**src/rtl/fft_8_bin_serializer.sv**
```systemverilog
// Reader side of the 8-point FFT output: tracks frames through the FFT latency,
// captures the 16 result words and streams bins with an |re|+|im| magnitude.
module fft_8_bin_serializer #(
    parameter int FFT_LATENCY = 3,
    parameter int OUT_BINS    = 8
) (
    input  logic        clk,
    input  logic        rst_n,
    input  logic        frame_start,
    input  logic [95:0] y_r_bus,
    input  logic [95:0] y_i_bus,
    input  logic        bin_ready,
    output logic        bin_valid,
    output logic [2:0]  bin_index,
    output logic [11:0] bin_real,
    output logic [11:0] bin_imag,
    output logic [12:0] bin_mag,
    output logic        bin_last,
    output logic        busy,
    output logic        frame_drop
);

    localparam int DATA_W = 12;
    localparam logic [2:0] LAST_IDX = 3'(OUT_BINS - 1);

    typedef enum logic {IDLE, SEND} state_t;

    state_t                   state, state_nxt;
    logic [2:0]               idx_p0, idx_nxt;
    logic [FFT_LATENCY-1:0]   fs_dly_p0;
    logic [FFT_LATENCY:0]     fs_shift;
    logic                     tap;
    logic                     capture, drop_nxt, last_acc;
    logic [95:0]              hold_r_p0, hold_i_p0;
    logic [95:0]              src_r, src_i;
    logic signed [DATA_W-1:0] sel_r, sel_i;
    logic [DATA_W:0]          mag_nxt;

    // Magnitude of a 12-bit signed value; 13 bits hold abs(-2048) without saturation.
    function automatic logic [DATA_W:0] abs_ext(input logic signed [DATA_W-1:0] v);
        logic signed [DATA_W:0] w;
        w = {v[DATA_W-1], v};
        if (w < 0) w = -w;
        return w;
    endfunction

    assign fs_shift = {fs_dly_p0, frame_start};
    assign tap      = fs_dly_p0[FFT_LATENCY-1];
    assign last_acc = (state == SEND) && bin_ready && (idx_p0 == LAST_IDX);

    // Stage p0: frame-tracking delay line and control state
    always_ff @(posedge clk or negedge rst_n) begin
        if (!rst_n) begin
            fs_dly_p0 <= '0;
            state     <= IDLE;
            idx_p0    <= '0;
        end else begin
            fs_dly_p0 <= fs_shift[FFT_LATENCY-1:0];
            state     <= state_nxt;
            idx_p0    <= idx_nxt;
        end
    end

    always_comb begin
        state_nxt = state;
        idx_nxt   = idx_p0;
        capture   = 1'b0;
        drop_nxt  = 1'b0;
        case (state)
            IDLE: begin
                if (tap) begin
                    capture   = 1'b1;
                    state_nxt = SEND;
                    idx_nxt   = '0;
                end
            end
            SEND: begin
                if (bin_ready) begin
                    if (idx_p0 == LAST_IDX) begin
                        idx_nxt = '0;
                        if (tap) capture = 1'b1;
                        else     state_nxt = IDLE;
                    end else begin
                        idx_nxt = idx_p0 + 3'd1;
                    end
                end
                // A frame arriving mid-stream has nowhere to go.
                if (tap && !last_acc) drop_nxt = 1'b1;
            end
            default: state_nxt = IDLE;
        endcase
    end

    // A freshly captured frame is read straight off the bus so bin 0 has no bubble.
    always_comb begin
        src_r   = capture ? y_r_bus : hold_r_p0;
        src_i   = capture ? y_i_bus : hold_i_p0;
        sel_r   = '0;
        sel_i   = '0;
        if (state_nxt == SEND) begin
            sel_r = src_r[DATA_W*int'(idx_nxt) +: DATA_W];
            sel_i = src_i[DATA_W*int'(idx_nxt) +: DATA_W];
        end
        mag_nxt = abs_ext(sel_r) + abs_ext(sel_i);
    end

    // Stage p1: holding buffer and registered bin outputs
    always_ff @(posedge clk or negedge rst_n) begin
        if (!rst_n) begin
            hold_r_p0  <= '0;
            hold_i_p0  <= '0;
            bin_real   <= '0;
            bin_imag   <= '0;
            bin_mag    <= '0;
            frame_drop <= 1'b0;
        end else begin
            if (capture) begin
                hold_r_p0 <= y_r_bus;
                hold_i_p0 <= y_i_bus;
            end
            bin_real   <= sel_r;
            bin_imag   <= sel_i;
            bin_mag    <= mag_nxt;
            frame_drop <= drop_nxt;
        end
    end

    assign bin_valid = (state == SEND);
    assign busy      = (state == SEND);
    assign bin_index = idx_p0;
    assign bin_last  = (state == SEND) && (idx_p0 == LAST_IDX);

endmodule

```
**config.mk**
```make
export PLATFORM = sky130hd
export DESIGN_NAME = fft_8_bin_serializer
export DESIGN_NICKNAME = d
export VERILOG_FILES = /design/src/rtl/fft_8_bin_serializer.sv
export SDC_FILE = /design/constraint.sdc
export NUM_CORES = 1
export LEC_CHECK = 0
export ABC_AREA = 1
export CAP_MARGIN = 20
export CELL_PAD_IN_SITES_DETAIL_PLACEMENT = 0
export CELL_PAD_IN_SITES_GLOBAL_PLACEMENT = 1
export CORE_MARGIN = 2
export CORE_UTILIZATION = 41
export DETAILED_ROUTE_END_ITERATION = 8
export PLACE_DENSITY_LB_ADDON = 0.1
export SLEW_MARGIN = 5
export SYNTH_ARGS = -nofsm -noshare
export SYNTH_HDL_FRONTEND = slang
export SYNTH_SLANG_ARGS = --single-unit
```
**constraint.sdc**
```tcl
create_clock -name clk -period 8.1 [get_ports clk]
set_input_delay 1.62 -clock clk [delete_from_list [all_inputs] [get_ports clk]]
set_output_delay 1.62 -clock clk [all_outputs]
set_load 0.02 [all_outputs]
```
# ---- Word-level counts from Yosys, hierarchy flattened
# Cells that the tools add are included.
# W data, S select, Z words.
dict set report word_totals {
  ramBits 0
  regBits 237
  out_inout_bits 44
  word_cells 44
  romBits 0
  inputBits 196
  memories 0
  latch_bits 0
}
dict set report op_classes {
  n_bitwise 1
  mul 1
  div_mod_pow 0
  shift 2
  reduce_logical 5
  n_eq_ne 1
  add_sub_neg 4
  n_lt_le_gt_ge 2
  n_mux 19
}
# operator count
set ops {}
lappend ops {{$mux W96} 2}
lappend ops {{$shiftx A96 B32 Y12} 1}
lappend ops {{$shiftx A96 B8 Y12} 1}
lappend ops {{$mux W13} 2}
lappend ops {{$neg A12 Y13} 2}
lappend ops {{$lt A12 B1 Y1 const B} 2}
lappend ops {{$mux W12} 2}
lappend ops {{$add A13 B13 Y13} 1}
lappend ops {{$mux W3} 3}
lappend ops {{$mux W1} 7}
lappend ops {{$pmux W3 S2} 1}
lappend ops {{$mul A2 B3 Y5 const A} 1}
lappend ops {{$logic_and A1 B1 Y1} 4}
lappend ops {{$pmux W1 S2} 2}
lappend ops {{$add A3 B1 Y3 const B} 1}
lappend ops {{$eq A3 B3 Y1 const B} 1}
lappend ops {{$logic_not A1 Y1} 1}
lappend ops {{$not A1 Y1} 1}

# ---- Longest topological paths before layout
dict set report depth {
  ltp_word 10
  ltp_mapped 29
  ltp_nobuf 27
}

# ---- Worst setup path before layout
# No wires, ideal clock.
dict set report synth_path {
  path_type {input to register}
  from {in bin_ready}
  to {reg bin_mag[12]}
  arrival_time_ns 4.497
  required_ns 7.976
  path_slack_ns 3.480
  stages 24
  path_cell_list {nand2_1 nand2_2 nand2_4 buf_6 buf_6 o21a_1 nand2_1 nand3_1 nand3_1 nand2_1 nor2_4 inv_1 ha_1 nand2_1 o21ai_0 fa_1 nand3_1 nand2_1 a21oi_1 o21ai_0 a31oi_1 o21ai_0 a21oi_1 o21bai_1}
}
dict set report synth_via {
  elab_chain_len 8
}
# element line_no
set synth_rtl {}
lappend synth_rtl {{start: declaration} 12} ;# input logic bin_ready,
lappend synth_rtl {{$mux W3 / $mux W1 (equally long branches)} 78} ;# if (bin_ready) begin
lappend synth_rtl {{$pmux W3 S2 / $pmux W1 S2 (equally long branches)} 69} ;# case (state)
lappend synth_rtl {{$mul A2 B3 Y5 / $mux W96 (equally long branches)} {102, 97}}
lappend synth_rtl {{$shiftx A96 B8 Y12} 102} ;# sel_i = src_i[DATA_W*int'(idx_nxt) +: DATA_W];
lappend synth_rtl {{$mux W12 *} 100} ;# if (state_nxt == SEND) begin
lappend synth_rtl {{via sel_i[0]} 36} ;# logic signed [DATA_W-1:0] sel_r, sel_i;
lappend synth_rtl {{$neg A12 Y13 / $lt A12 B1 Y1 (equally long branches)} 43} ;# if (w < 0) w = -w;
lappend synth_rtl {{$mux W13 *} 43}
lappend synth_rtl {{$add A13 B13 Y13 *} 104} ;# mag_nxt = abs_ext(sel_r) + abs_ext(sel_i);
lappend synth_rtl {{via mag_nxt[12]} 37} ;# logic [DATA_W:0] mag_nxt;
lappend synth_rtl {{end signal: assignment} 123} ;# bin_mag <= mag_nxt;
lappend synth_rtl {{end: declaration} 17} ;# output logic [12:0] bin_mag,
# The timed path passes the listed nets; every way through them passes the cells marked *.

# ---- Worst setup path after layout
# Ends and elaborated chain as after synthesis.

==> results.toml <==
[setup_path]
cp-start-kind = "primary input"
r2r-start = "fs_dly_p0[2]"
worst_ep_required_time_ps = 8520
crit_path_cell_trace = "clkdlybuf4s50_1, inv_1, nand2_1, nand2_1, nand2_1, nand2_2, inv_2, nand3_1, nand3_1, nand2_1, nor2_4, inv_1, ha_1, nand2_1, o21ai_0, fa_1, nand3_1, nand2_1, a21oi_1, o21ai_0, a31oi_1, o21ai_0, a21oi_1, o21bai_1"
critPathMaxStageDelay_ps = 790
path_class = "in2reg"
reg2regPathDepth = 23
r2r_slack_ps = 2610
critPathMaxFanout = 35
crit_top_cell = "nand2_1"
cp.arrival_ps = 6500
timing.rr.end = "bin_mag[12]"
slowest_stage = "inv_2"
cp-end-kind = "register"

[yosys]
synth_fp_nets = 1875
synth_seq_cells = 237
yosysSeqAreaShare_pct = 46.7
syn_area_per_cell_um2 = 7.65
ys_types = 39
syn_area_mm2 = 0.0127
syn_inst = 1661
synthArstFlopShare_pct = 100
ys.flop_type = "dfrtp_1"
synth_edf_count = 0
yosys_warnings = 0

[routing]
m1WireLength_mm = 17.7
route.detailed.drc = 0
met2_length_mm = 15.7
wl_met3_mm = 1.81
drt_iter0_drc = 686
drtPass1Iterations = 5
top_layer_used = "met4"
antenna_left = 0
viasPerCell = 4.64
route.final.wire_length_mm = 35.7
vias = 10500
wl_per_cell_um = 15.7

[timing]
rsz0062_at_grt = "no"
clock_skew_ps = 8.22
drv_slew = 0
max_freq_mhz = 164
period_minus_slack_ps = 6080
worst_pin_slew_ps = 1010
setup_violations = 0
slew-limit-headroom_pct = 32.7
post-route-period-util_pct = 75.1
whs_ps = 348
hold_viol = 0
tns_ps = 0

[finish]
nNetsFinal = 2071
stdcell_count = 2274
final_core_utilization_pct = 52.7
syn2layout_area_growth_pct = 26.7
drive_above_1_share_pct = 5.75

[placed_design]
dp_cells = 2223
gp_congestion = 0.829
dp_hpwl_mm = 24.2
io_buffers = 239

[cts]
cts_resized = 0
postCtsHoldBufs = 0
cts-root-buf = "clkbuf_16"
cts_tree = "done"
cts_buffer_depth = 3
clk_latency_ps = 540
ctsHtreeMaxLevel = 1
cts.sinks = 237
cts_setup_buffers = 0
clk_pin_slew_ps = 60
numCtsBuffers = 28

[run]
cap_violations = 0

[floorplan]
io_pins = 240
die_h_um = 180
placementRows = 64
die_w_um = 180
die_area_mm2 = 0.0324
start_util_pct = 41.6
core_area_mm2 = 0.0306

[grt]
grt.total_usage_pct = 22.0
grt_pass1_wl_mm = 57.1
grt_pass1_vias = 10300
grt-ovfl-total = 0
grt_max_degree = 159
antenna_found_initial = 0

[hold_path]
min_to = "fs_dly_p0[1]"
hold_class = "reg2reg"
holdPathStages = 0
worst_hold_startpoint = "fs_dly_p0[0]"

[status]
status = "completed"

[power]
leakagePower_nw = 8.55
ir_drop_v = 0.000335
power_density_mw_per_mm2 = 520
## power by group
part | leakage, nW | switching (mW) | internal (mW)
clock | 0.471 | 0.496 | 0.785
sequential | 2.66 | 0.169 | 1.82
combinational | 5.43 | 3.26 | 1.85
total | 8.55 | 3.92 | 4.46
## metrics by stage
| step | setup WS, ps | power (mW) | area, µm² |
|---|---|---|---|
| 6_report | 2020 | 8.38 | 16100 |
| 3_3_place_gp | 1660 | 7.01 | 15200 |
| 3_5_place_dp | 1520 | 7.09 | 15200 |
| 4_1_cts | 2070 | 8.42 | 16100 |
| 2_1_floorplan | 3480 | 5.71 | 12700 |
| 5_1_grt | 1590 | 9.22 | 16100 |
## area by class of cell
class / instances / area [µm²]
Fill cell: 3031 / 14500
Sequential cell: 237 / 5930
Multi-Input combinational cell: 948 / 4760
Timing Repair Buffer: 252 / 2510
Inverter: 390 / 1460
Clock buffer: 41 / 851
Tap cell: 396 / 495
Clock inverter: 9 / 97.6
Antenna cell: 1 / 2.50
## flip-flops by register name, summed over array words and instances (netlist names)
| signal | count |
|---|---|
| bin_valid | 1 |
| bin_mag | 13 |
| bin_imag | 12 |
| hold_r_p0 | 96 |
| fs_dly_p0 | 3 |
| bin_index | 3 |
| frame_drop | 1 |
| bin_real | 12 |
| hold_i_p0 | 96 |
## logic make-up (layout without fill, tap and decap cells)
kind of cell    Yosys count  in the layout  share of synthesized area [%]
simple gates            708            708                           24.4
fa+ha+maj                18             18                           1.83
mux                       6              6                          0.531
xor+xnor                 19             19                           1.31
compound gates          197            197                           9.22
buf+inv                 476            692                           16.1
flops                   237            237                           46.7
other cells               0              1                              0
## critical path, delay by kind of cell
family          cells  cell delay, ps
simple gates       11            1460
fa+ha+maj           2             720
buf+inv             4            1540
compound gates      7            1130
## placed cells by master, fill, tap and decap left out, types with 3 or more instances in the layout
master	count
inv_2	3
ha_1	17
xor2_1	18
buf_4	12
clkbuf_16	29
nand3_2	13
o21ai_2	12
o21a_1	38
nand3b_1	25
nor2_1	15
clkinv_2	6
clkbuf_1	4
nand3_1	172
dfrtp_1	236
o21ai_0	46
a31oi_1	7
nand2_1	468
nand2_2	6
o21ai_1	75
clkdlybuf4s50_1	238
inv_1	387
a21oi_1	13
clkbuf_8	8
mux2_2	4
## synth_stat cells (2+ instances only)
master      n  area, µm²
nand2_1   471       1770
nand3b_1   25        188
inv_1     387       1450
buf_2      39        195
o21ai_0    46        230
nand2_2     5       31.3
nand3_1   172        861
a31oi_1     7       43.8
nor2_1     15       56.3
o21a_1     38        285
clkbuf_1   14       52.6
o21ai_1    75        375
nand3_2    13        130
o21ai_2    12        105
inv_2       3       11.3
mux2_2      4       45.0
a21oi_1    13       65.1
dfrtp_1   237       5930
mux2_1      2       22.5
buf_4       8       60.1
buf_6      24        270
ha_1       17        213
xor2_1     18        158
## how the worst max path moves through the flow
stage | slack, ps | endpoint | depth (start not counted) | startpoint
floorplan | 3480 | bin_mag[12] | 24 | bin_ready
global placement | 1660 | bin_mag[12] | 24 | bin_ready
detailed placement | 1520 | bin_mag[12] | 24 | bin_ready
CTS | 2070 | bin_mag[12] | 24 | bin_ready
global route | 1590 | bin_mag[12] | 24 | bin_ready
finish | 2020 | bin_mag[12] | 24 | bin_ready
## routing by layer
layer | vias to the layer above | GRT usage (%)
li1 | 5412 | -
met1 | 4847 | 32.5
met2 | 246 | 34.8
met3 | 38 | 3.38
met4 | 0 | 3.74
met5 | - | 0
No activity file was read; power rests on OpenSTA's default activity.
